`src/rtl/frequency_monitor_scanner_pkg.sv`:
```
// Shared types and constants for the frequency monitor scanner.
package frequency_monitor_scanner_pkg;

    localparam int FREQ_WIDTH    = 30;
    localparam int STAT_VALID    = 31;
    localparam int STAT_USED_INT = 30;
    localparam int STAT_FREQ_MSB = 29;

    typedef enum logic [2:0] {
        S_IDLE    = 3'd0,
        S_WAIT    = 3'd1,
        S_SELECT  = 3'd2,
        S_SETTLE  = 3'd3,
        S_CAPTURE = 3'd4
    } scan_state_t;

    // Width of a channel index; a single channel still needs one bit.
    function automatic int sel_width(input int nf);
        return (nf == 1) ? 1 : $clog2(nf);
    endfunction

endpackage

```
`src/rtl/frequency_monitor_scanner_if.sv`:
```
// Counter readout and CPU CSR signals seen by the scanner.
// Handshake: there is no valid/ready pair on this bus. selStrobe and csrStrobe
// are single-cycle write strobes; the receiver must accept the data presented
// with the strobe on that same edge. counterStatus and status are plain levels.
interface frequency_monitor_scanner_if;
    logic        selStrobe;
    logic [31:0] selValue;
    logic [31:0] counterStatus;
    logic        csrStrobe;
    logic [31:0] GPIO_OUT;
    logic [31:0] status;

    modport master (
        output selStrobe, selValue, status,
        input  counterStatus, csrStrobe, GPIO_OUT
    );

    modport slave (
        input  selStrobe, selValue, status,
        output counterStatus, csrStrobe, GPIO_OUT
    );
endinterface

```
`src/rtl/frequency_monitor_scanner_limit_check.sv`:
```
// Per-channel range check with a sticky alarm bit.
module frequency_limit_check
    import frequency_monitor_scanner_pkg::*;
(
    input  logic                  clk,
    input  logic                  rst_n,
    input  logic                  cap_en_i,
    input  logic                  clr_i,
    input  logic [FREQ_WIDTH-1:0] freq_i,
    input  logic [FREQ_WIDTH-1:0] low_i,
    input  logic [FREQ_WIDTH-1:0] high_i,
    output logic                  alarm_o
);

    logic alarm_q, alarm_d;
    logic out_of_range;

    // A zero upper bound disables checking for this channel.
    assign out_of_range = (high_i != '0) && ((freq_i < low_i) || (freq_i > high_i));

    // Clear first, then a failing capture overrides it in the same cycle.
    always_comb begin
        alarm_d = alarm_q;
        if (clr_i)
            alarm_d = 1'b0;
        if (cap_en_i && out_of_range)
            alarm_d = 1'b1;
    end

    // Alarm register.
    always_ff @(posedge clk or negedge rst_n) begin
        if (!rst_n)
            alarm_q <= 1'b0;
        else
            alarm_q <= alarm_d;
    end

    assign alarm_o = alarm_q;

endmodule

```
`src/rtl/frequency_monitor_scanner.sv`:
```
// Scans all counter channels after each acquisition marker, banks the results
// and exposes one selected channel through a registered CSR status word.
module frequency_monitor_scanner
    import frequency_monitor_scanner_pkg::*;
#(
    parameter int NF     = 2,
    parameter int DELAY  = 16,
    parameter int SETTLE = 4
) (
    input  logic                       clk,
    input  logic                       rst_n,
    input  logic                       ppsStrobe,
    frequency_monitor_scanner_if.master bus,
    input  logic [NF*FREQ_WIDTH-1:0]   lowLimit,
    input  logic [NF*FREQ_WIDTH-1:0]   highLimit,
    output logic [NF-1:0]              alarm,
    output logic                       busy,
    output scan_state_t                dbg_state_o
);

    localparam int SW    = sel_width(NF);
    localparam int CNT_W = $clog2(((DELAY > SETTLE) ? DELAY : SETTLE) + 1);
    localparam logic [SW-1:0]    LAST_CH   = SW'(NF - 1);
    localparam logic [CNT_W-1:0] DELAY_LD  = CNT_W'(DELAY - 1);
    localparam logic [CNT_W-1:0] SETTLE_LD = CNT_W'(SETTLE - 1);

    scan_state_t      state_q, state_d;
    logic [CNT_W-1:0] cnt_q, cnt_d;
    logic [SW-1:0]    ch_q, ch_d;
    logic             pend_q, pend_d;
    logic [SW-1:0]    rb_q, rb_d;
    logic [31:0]      status_q, status_d;
    logic             cap_en;
    logic             clr_alarm;

    logic [FREQ_WIDTH-1:0] freq_q [NF];
    logic [NF-1:0]         used_q;
    logic [NF-1:0]         valid_q;

    assign clr_alarm = bus.csrStrobe & bus.GPIO_OUT[31];

    // Scan sequencer: next state, counters, channel and pending-marker logic.
    always_comb begin
        state_d = state_q;
        cnt_d   = cnt_q;
        ch_d    = ch_q;
        pend_d  = pend_q;
        cap_en  = 1'b0;
        if (state_q != S_IDLE && ppsStrobe)
            pend_d = 1'b1;
        case (state_q)
            S_IDLE: begin
                if (ppsStrobe) begin
                    state_d = S_WAIT;
                    cnt_d   = DELAY_LD;
                end
            end
            S_WAIT: begin
                if (cnt_q == '0) begin
                    state_d = S_SELECT;
                    ch_d    = '0;
                end else begin
                    cnt_d = cnt_q - 1'b1;
                end
            end
            S_SELECT: begin
                state_d = S_SETTLE;
                cnt_d   = SETTLE_LD;
            end
            S_SETTLE: begin
                if (cnt_q == '0)
                    state_d = S_CAPTURE;
                else
                    cnt_d = cnt_q - 1'b1;
            end
            S_CAPTURE: begin
                cap_en = 1'b1;
                if (ch_q == LAST_CH) begin
                    // A marker seen during this scan (or right now) restarts it once.
                    pend_d = 1'b0;
                    if (pend_q || ppsStrobe) begin
                        state_d = S_WAIT;
                        cnt_d   = DELAY_LD;
                    end else begin
                        state_d = S_IDLE;
                    end
                end else begin
                    ch_d    = ch_q + 1'b1;
                    state_d = S_SELECT;
                end
            end
            default: state_d = S_IDLE;
        endcase
    end

    // Sequencer registers.
    always_ff @(posedge clk or negedge rst_n) begin
        if (!rst_n) begin
            state_q <= S_IDLE;
            cnt_q   <= '0;
            ch_q    <= '0;
            pend_q  <= 1'b0;
        end else begin
            state_q <= state_d;
            cnt_q   <= cnt_d;
            ch_q    <= ch_d;
            pend_q  <= pend_d;
        end
    end

    // Measurement bank, written only in the capture cycle of the current channel.
    always_ff @(posedge clk or negedge rst_n) begin
        if (!rst_n) begin
            for (int i = 0; i < NF; i++)
                freq_q[i] <= '0;
            used_q  <= '0;
            valid_q <= '0;
        end else if (cap_en) begin
            freq_q[ch_q]  <= bus.counterStatus[STAT_FREQ_MSB:0];
            used_q[ch_q]  <= bus.counterStatus[31];
            valid_q[ch_q] <= 1'b1;
        end
    end

    // Readback channel select from the CPU and the status word it picks.
    always_comb begin
        rb_d     = rb_q;
        status_d = '0;
        if (bus.csrStrobe)
            rb_d = bus.GPIO_OUT[SW-1:0];
        if (int'(rb_q) < NF) begin
            status_d[STAT_VALID]          = valid_q[rb_q];
            status_d[STAT_USED_INT]       = used_q[rb_q];
            status_d[STAT_FREQ_MSB:0]     = freq_q[rb_q];
        end
    end

    // Readback registers.
    always_ff @(posedge clk or negedge rst_n) begin
        if (!rst_n) begin
            rb_q     <= '0;
            status_q <= '0;
        end else begin
            rb_q     <= rb_d;
            status_q <= status_d;
        end
    end

    for (genvar n = 0; n < NF; n++) begin : g_chk
        frequency_limit_check u_chk (
            .clk      (clk),
            .rst_n    (rst_n),
            .cap_en_i (cap_en && (ch_q == SW'(n))),
            .clr_i    (clr_alarm),
            .freq_i   (bus.counterStatus[STAT_FREQ_MSB:0]),
            .low_i    (lowLimit[n*FREQ_WIDTH +: FREQ_WIDTH]),
            .high_i   (highLimit[n*FREQ_WIDTH +: FREQ_WIDTH]),
            .alarm_o  (alarm[n])
        );
    end

    assign bus.selStrobe = (state_q == S_SELECT);
    assign bus.selValue  = 32'(ch_q);
    assign bus.status    = status_q;
    assign busy          = (state_q != S_IDLE);
    assign dbg_state_o   = state_q;

endmodule

```
`src/flat_wrapper.sv`:
```
// flat-port wrapper written by rule: the top's interface ports become plain ports
module frequency_monitor_scanner_flat import frequency_monitor_scanner_pkg::*;
#(
    parameter int NF     = 2,
    parameter int DELAY  = 16,
    parameter int SETTLE = 4
)
  (clk, rst_n, ppsStrobe, lowLimit, highLimit, alarm, busy, dbg_state_o, bus_selStrobe, bus_selValue, bus_status, bus_counterStatus, bus_csrStrobe, bus_GPIO_OUT);
  frequency_monitor_scanner_if bus_i ();
  input  logic clk;
  input  logic rst_n;
  input  logic ppsStrobe;
  input  logic [NF*FREQ_WIDTH-1:0] lowLimit;
  input  logic [NF*FREQ_WIDTH-1:0] highLimit;
  output logic [NF-1:0] alarm;
  output logic busy;
  output scan_state_t dbg_state_o;
  output wire logic [$bits(bus_i.selStrobe)-1:0] bus_selStrobe;
  output wire logic [$bits(bus_i.selValue)-1:0] bus_selValue;
  output wire logic [$bits(bus_i.status)-1:0] bus_status;
  input wire logic [$bits(bus_i.counterStatus)-1:0] bus_counterStatus;
  input wire logic [$bits(bus_i.csrStrobe)-1:0] bus_csrStrobe;
  input wire logic [$bits(bus_i.GPIO_OUT)-1:0] bus_GPIO_OUT;
  assign bus_selStrobe = bus_i.selStrobe;
  assign bus_selValue = bus_i.selValue;
  assign bus_status = bus_i.status;
  assign bus_i.counterStatus = bus_counterStatus;
  assign bus_i.csrStrobe = bus_csrStrobe;
  assign bus_i.GPIO_OUT = bus_GPIO_OUT;
  frequency_monitor_scanner #(.NF(NF), .DELAY(DELAY), .SETTLE(SETTLE)) u_core (.clk(clk), .rst_n(rst_n), .ppsStrobe(ppsStrobe), .bus(bus_i), .lowLimit(lowLimit), .highLimit(highLimit), .alarm(alarm), .busy(busy), .dbg_state_o(dbg_state_o));
endmodule
```
`config.mk`:
```
export PLATFORM = sky130hd
export DESIGN_NAME = frequency_monitor_scanner_flat
export DESIGN_NICKNAME = d
export VERILOG_FILES = /design/src/rtl/frequency_monitor_scanner_pkg.sv /design/src/rtl/frequency_monitor_scanner_if.sv /design/src/rtl/frequency_monitor_scanner_limit_check.sv /design/src/rtl/frequency_monitor_scanner.sv /design/src/flat_wrapper.sv
export SDC_FILE = /design/constraint.sdc
export NUM_CORES = 1
export LEC_CHECK = 0
export BUFFER_PORTS_ARGS = -buffer_cell sky130_fd_sc_hd__clkbuf_2
export CELL_PAD_IN_SITES_DETAIL_PLACEMENT = 0
export CELL_PAD_IN_SITES_GLOBAL_PLACEMENT = 1
export CORE_ASPECT_RATIO = 2
export CORE_UTILIZATION = 39
export CTS_CLUSTER_DIAMETER = 150
export DETAILED_ROUTE_END_ITERATION = 10
export GPL_TIMING_DRIVEN = 0
export PLACE_DENSITY_LB_ADDON = 0.1
export SLEW_MARGIN = 20
export SYNTH_ARGS = -nofsm -noshare
export SYNTH_HDL_FRONTEND = slang
export SYNTH_SLANG_ARGS = --single-unit
export TNS_END_PERCENT = 5
```
`constraint.sdc`:
```
create_clock -name clk -period 2.1 [get_ports clk]
set_clock_uncertainty 0.2 [all_clocks]
set_input_delay 0.21 -clock clk [delete_from_list [all_inputs] [get_ports clk]]
set_output_delay 0.21 -clock clk [all_outputs]
set_load 0.1 [all_outputs]
```
==> flow_summary.ini, run 1 <==
[run_status]
status = complete, no violations

[synthesis]
synth_adder_area_share = 0.1986
syn_area_per_cell_um2 = 10.27
async_flop_share = 1.000
synth_edf_count = 0
synthSimpleGateAreaFrac = 0.08179
ys_types = 41
yosysWarnings = 0
yosysSeqAreaShare = 0.3639
muxShareOfSynthArea = 0.1440
synth_top_family_by_area = adder cells
synth_area_um2 = 7496
synth-main-ff-cell = dfrtp_1
synth-xor-area-share = 0
syn_inst = 730
ys_ff_latch = 109
synth_compound_area_frac = 0.1075

[worst_setup_path]
worstPathMaxFanout = 7
crit_type = flop to flop
crit_top_cell = a211o_1
arrival_ps = 2130
required_ps = 2170
path_depth = 7
cp_top_family = compound AO/OA/AOI/OAI gates
cp_slowest_cell = dfrtp_4
crit_chain = nor2_4 -> and3_1 -> buf_6 -> o21ai_2 -> a211o_1 -> a211o_1 -> o211ai_1
reg2regPathDepth = 7
critPathBufInv = 1
crit_start = u_core.dbg_state_o[0]$_DFFE_PN0P_
critPathLaunchType = flop
r2r_start = u_core.dbg_state_o[0]$_DFFE_PN0P_
crit_path_max_incr_delay_ps = 530
end_kind = flop

[cells_and_area]
final_net_count = 1287
area_delta_synth_final_pct = 26.37
layout-drive-gt1-share = 0.3787
fillers = 1910

[global_routing]
overflow = 0
grt_max_degree = 85
grt_pass1_wl_um = 32840
antenna_found_initial = 1
grt_pass1_vias = 6244
grt_usage = 0.2260

[detailed_routing]
wl_met3_um = 710
drtPass1Iterations = 5
vias_per_cell = 4.828
maxUsedRoutingLayer = met4
drt.antenna.violating_nets = 0
drc = 0
dr_wl_met2_um = 12720
wl_met1_um = 7493
drt-total-wl_um = 21630
wire_per_inst_um = 17.43
drtIter0Drc = 117
vias = 5991

[min_path]
hp-class = input pin to flop
holdPathStages = 2
hp-start = bus_counterStatus[3]

[timing]
final_max_slew_viol_count = 0
max_freq_mhz = 485.5
layout_setup_ws_ps = 40.30
relSlewSlack = 0.5542
fin_setup_tns_ps = 0
period_needed_ps = 2060
rsz0062_at_grt = yes
setup_violations = 0
finalCritPeriodShare = 0.9808
worstMarginPinSlew_ps = 668.7
hold_viol = 0

[clock_tree]
clock-sinks = 109
cts_tree = built
cts_buffer_depth = 2
clkTransAtPathRegs_ps = 70
htreeDepth = 3
clk_latency_ps = 350
cts_buffers = 9
clock-root-buffer = clkbuf_16

[floorplan]
io_pins = 259
dieHeight_um = 198.1
fp.coreArea_um2 = 18830
die_w_um = 100.0
die_area_um2 = 19810
initial_core_util = 0.3980
num_rows = 71

[job]
max_cap_violations = 0

[placed_design]
gp_congestion = 0.7968
portBuffers = 196
hpwl_um = 18060
dp_slack_ps = -515.7

[pwr]
leakagePower_nw = 5.138
vdd_ir_drop_max_uv = 399.4
p_per_area_nw_per_um2 = 717.3
[cell type report]
class	count	area [um2]	share of cell area
clock inverters	5	36.28	0.003830
well taps	255	319.1	0.03368
multi-input cells	481	4144	0.4375
flip-flops and latches	109	2739	0.2891
inverters	122	457.9	0.04834
repair buffers	211	1176	0.1242
plain buffers	46	355.3	0.03751
diodes	1	2.502	0.0002642
clock buffers	11	242.7	0.02562
[stage by stage]
| stage | power, W | area [um2] | util | instances | hold WS, ps |
|---|---|---|---|---|---|
| floorplan | 0.004490 | 7660 | - | 760 | -285.6 |
| global route | 0.007182 | 9473 | 0.5030 | 1241 | 20.73 |
| finish | 0.006795 | 9473 | 0.5030 | 1241 | 12.90 |
| global placement | 0.005144 | 8960 | 0.4758 | 1211 | 247.3 |
| CTS | 0.006873 | 9435 | 0.5010 | 1237 | 6.391 |
| detailed placement | 0.005173 | 8996 | 0.4777 | 1212 | -88.28 |
[sequential cells by signal (all words and copies together), names as in the netlist, 2 cells and up]
register / cells
u_core.bus.status: 32
u_core.used_q: 2
u_core.freq_q: 60
u_core.cnt_q: 5
u_core.dbg_state_o: 3
u_core.g_chk.u_chk.alarm_o: 2
u_core.valid_q: 2
[per-layer routing]
layer	track usage	vias up
met5	0	-
met4	0.09501	0
met3	0.03036	26
met2	0.4567	153
met1	0.2216	2808
li1	-	3004
[kinds of logic (layout without fill, tap and decap cells)]
logic type / after synthesis / after routing
flip-flops: 109 / 109
adder cells (fa/ha/maj): 119 / 119
multiplexers: 96 / 96
other: 1 / 32
AND/OR/NAND/NOR: 111 / 111
buffers and inverters: 170 / 395
AO/OA/AOI/OAI: 124 / 124
[what timing repair did]
action                                  CTS  global route
hold endpoints to repair                115             0
buffers inserted                          3             5
hold buffers                              6             0
endpoints found under the setup margin   47            50
resized for setup                        17             9
pin swaps                                 2             3
[where the power goes]
group          internal, W  total (W)  switching [W]
clock             0.000839    0.00163       0.000796
combinational     0.000802    0.00265        0.00184
sequential         0.00236    0.00251       0.000153
total              0.00400    0.00680        0.00279
[synth_stat cells, types with 8 or more instances]
| library cell | number | share of area |
|---|---|---|
| a21oi_1 | 41 | 0.027 |
| inv_1 | 122 | 0.061 |
| nand4_1 | 22 | 0.018 |
| nand2_1 | 20 | 0.010 |
| buf_4 | 34 | 0.034 |
| nor4_1 | 18 | 0.015 |
| buf_2 | 9 | 0.0060 |
| ha_1 | 119 | 0.20 |
| dfrtp_1 | 109 | 0.36 |
| mux2_2 | 95 | 0.14 |
| nand3_1 | 8 | 0.0053 |
| o21ai_0 | 16 | 0.011 |
| a21o_1 | 30 | 0.030 |
| nor2_1 | 17 | 0.0085 |
[worst register-to-register path, cell delays in order (launching register included)]
cell and delay [ps]:
dfrtp_4 530, nor2_4 130, and3_1 180, buf_6 130, o21ai_2 80, a211o_1 260
a211o_1 290, o211ai_1 170
[layout by cell type, fill, tap and decap left out, types with 3 or more instances in the layout]
| cell | instances |
|---|---|
| o211ai_1 | 6 |
| a31oi_1 | 4 |
| dlygate4sd3_1 | 6 |
| nor3_1 | 4 |
| nor4_1 | 18 |
| clkbuf_16 | 10 |
| and4_1 | 4 |
| a21oi_1 | 41 |
| nor2_1 | 17 |
| clkinvlp_4 | 3 |
| mux2_2 | 95 |
| a21o_1 | 30 |
| nand4_1 | 22 |
| dfrtp_1 | 106 |
| nand3_1 | 8 |
| and3_1 | 4 |
| o21ai_0 | 16 |
| a211o_1 | 4 |
| nand2b_1 | 4 |
| conb_1 | 31 |
| dfrtp_4 | 3 |
| buf_4 | 44 |
| clkbuf_1 | 3 |
| ha_1 | 119 |
| nor2b_1 | 4 |
| buf_6 | 5 |
| clkbuf_2 | 195 |
| nand2_1 | 20 |
| o21a_1 | 4 |
| inv_1 | 122 |
| a311oi_1 | 4 |
[worst paths after layout]
path | to | slack [ps]
max | u_core.g_chk[1].u_chk.alarm_o$_DFFE_PN0P_ | 40
min | u_core.freq_q[3]$_DFFE_PN0P_ | 10
max reg2reg | u_core.g_chk[1].u_chk.alarm_o$_DFFE_PN0P_ | 40
min reg2reg | u_core.valid_q[1]$_DFFE_PN0P_ | 270
max in group asynchronous | u_core.dbg_state_o[0]$_DFFE_PN0P_ | 850
min in group asynchronous | u_core.bus.status[31]$_DFF_PN0_ | 100
Note: power is estimated with default switching activity, not from simulation.
==> inputs of run 2 (changes only) <==
- SLEW_MARGIN: 20 -> unset
- SYNTH_HIERARCHICAL: unset -> 1
==> run 2 against run 1 <==
Combinational power rose by 39%. Non-clock buffer count shrank 5. Sequential cell count unchanged. Area after synthesis up 1.2%. Power up 20%.
==> flow_summary.ini, run 2 <==
[run_status]
status = complete, no violations

[worst_setup_path]
end_kind = primary output
r2r_end = u_core/freq_q[49]$_DFFE_PN0P_
arrival_ps = 1630
worstPathMaxFanout = 10
crit_type = flop to primary output
r2r_start = u_core/dbg_state_o[1]$_DFFE_PN0P_
required_ps = 1690
r2r_setup_slack_ps = 120
crit_start = u_core/dbg_state_o[2]$_DFFE_PN0P_
critPathLaunchType = flop
reg2regPathDepth = 7

[clock_tree]
cts_buffers = 9
clkTransAtPathRegs_ps = 70
clock-sinks = 109
htreeDepth = 3
cts_buffer_depth = 2
clk_latency_ps = 350
cts_tree = built
clock-root-buffer = clkbuf_16

[synthesis]
yosysWarnings = 6
synth-xor-area-share = 0.003462
synth_edf_count = 0
muxShareOfSynthArea = 0.1436
synthSimpleGateAreaFrac = 0.09035
yosys.cell_count.top_type = inv_1
synth-main-ff-cell = dfrtp_1
syn_inst = 744
synth_adder_area_share = 0.1962
synth_area_leaders = dfrtp_1, ha_1, mux2_2, inv_1, a21oi_1
ys_types = 54
synth_compound_area_frac = 0.09613
yosys.area.top_type = dfrtp_1
synth_top_family_by_area = adder cells
synth_top_cell_area_share = 0.3594
synth_area_um2 = 7589
ys_ff_latch = 109
ys_top_cells_by_count = inv_1, ha_1, dfrtp_1
syn_area_per_cell_um2 = 10.20
yosysSeqAreaShare = 0.3594
async_flop_share = 1.000

[min_path]
hp-class = input pin to flop
hp-start = bus_counterStatus[12]
holdPathStages = 2
holdPathEnd = u_core/freq_q[42]$_DFFE_PN0P_

[global_routing]
overflow = 0
grt_pass1_vias = 6230
grt_usage = 0.2169
grt_pass1_wl_um = 31930
antenna_found_initial = 0
grt_max_degree = 106

[cells_and_area]
area_delta_synth_final_pct = 24.85
layout-drive-gt1-share = 0.3765
final_cell_mix = clkbuf_2, inv_1, ha_1
n_antenna_cell = 0
final_net_count = 1298
regMostFlops = u_core/freq_q
largest_reg_flops = 60
final_area_um2 = 9474
final_common_cell = clkbuf_2

[floorplan]
fp.coreArea_um2 = 18920
initial_core_util = 0.4010
dieHeight_um = 199.3
num_rows = 71
die_w_um = 100.6
io_pins = 259
die_area_um2 = 20050

[pwr]
power_frac_clock = 0.204
seqPwrFrac = 0.345
p_int_w = 0.004507
leakagePower_nw = 5.032
vdd_ir_drop_max_uv = 556.4
switching_share = 0.4482
pwr-share-comb = 0.451
p_per_area_nw_per_um2 = 862.1
p_sw_w = 0.003661

[detailed_routing]
wire_per_inst_um = 16.60
vias_per_cell = 4.845
wl_met1_um = 7688
vias = 6061
drtPass1Iterations = 4
wl_met3_um = 790
dr_wl_met2_um = 11690
drt.antenna.violating_nets = 0
drtIter0Drc = 129
drc = 0
maxUsedRoutingLayer = met4
drt-total-wl_um = 20760

[placed_design]
hpwl_um = 17440
dpl-instance-area_um2 = 9057
portBuffers = 196
dp_slack_ps = -759.3
gp_congestion = 0.8526

[timing]
rsz0062_at_grt = no
hold_viol = 0
final_max_slew_viol_count = 0
worstMarginPinSlew_ps = 687.5
max_freq_mhz = 491.0
period_needed_ps = 2037
finalCritPeriodShare = 0.9698
relSlewSlack = 0.5368
layout_setup_ws_ps = 63.32
setup_violations = 0

[job]
max_cap_violations = 0
==> run 2: power by group through the flow <==
stage	combinational, W	clock [W]	sequential (W)
after detailed placement	0.00369	0	0.00287
after CTS	0.00372	0.00172	0.00283
after global routing	0.00394	0.00179	0.00288
after global placement	0.00366	0	0.00285
after floorplan	0.00161	0	0.00413
final	0.00369	0.00166	0.00282
==> run 2: worst max-delay path by stage <==
stage | to | slack [ps] | depth (start not counted)
2_1_floorplan | bus_selStrobe | -60 | 2
3_3_place_gp | u_core/dbg_state_o[1]$_DFFE_PN0P_ | -1310 | 1
3_5_place_dp | u_core/g_chk[0].u_chk/alarm_o$_DFFE_PN0P_ | -760 | 6
4_1_cts | u_core/freq_q[49]$_DFFE_PN0P_ | 30 | 6
5_1_grt | u_core/g_chk[1].u_chk/alarm_o$_DFFE_PN0P_ | 6 | 8
6_report | busy | 60 | 3
==> run 2: worst max-delay path, stage by stage (launching register included) <==
cell,delay [ps]
dfrtp_2,410
buf_4,180
or3_4,390
clkbuf_4,290
==> run 2: logic make-up (layout without fill, tap and decap cells) <==
group                      count (synthesis)  in the layout
buffers and inverters                    174            396
adders and majority gates                119            119
AOI/OAI and AO/OA                        113            113
and+or+nand+nor                          128            128
muxes                                     97             97
other                                      1             31
DFF                                      109            109
xor gates and xnor gates                   3              3
==> run 2: layout make-up <==
cell class / instances / area, um2
fill: 1871 / 9448
multi-input combinational: 491 / 4183
sequential: 109 / 2731
timing repair buffer: 206 / 1112
inverter: 128 / 480.5
buffer: 46 / 360.3
tap: 255 / 319.1
clock buffer: 12 / 256.5
clock inverter: 4 / 31.28
==> run 2: repair_timing <==
action	in CTS	in global routing
buffers inserted	0	4
endpoints found under the hold margin	113	0
endpoints found under the setup margin	3	21
pin swaps	0	1
hold buffers	5	0
gates resized for setup	5	1
==> run 2: stage by stage <==
step | TNS (ps) | instances | power [W] | hold slack [ps] | utilization
finish | 0 | 1251 | 0.008168 | 12.47 | 0.5007
global route | 0 | 1251 | 0.008613 | 18.73 | 0.5007
CTS | 0 | 1247 | 0.008271 | 4.882 | 0.4982
detailed placement | -1499 | 1226 | 0.006561 | -164.2 | 0.4787
global placement | -117010 | 1225 | 0.006516 | 247.6 | 0.4768
floorplan | -60.96 | 774 | 0.005739 | -285.6 | -
==> run 2: layer usage <==
| metal | vias to the layer above | global-route usage |
|---|---|---|
| met1 | 2841 | 0.2234 |
| met5 | - | 0 |
| met4 | 0 | 0.08910 |
| li1 | 3030 | - |
| met2 | 164 | 0.4259 |
| met3 | 26 | 0.03043 |
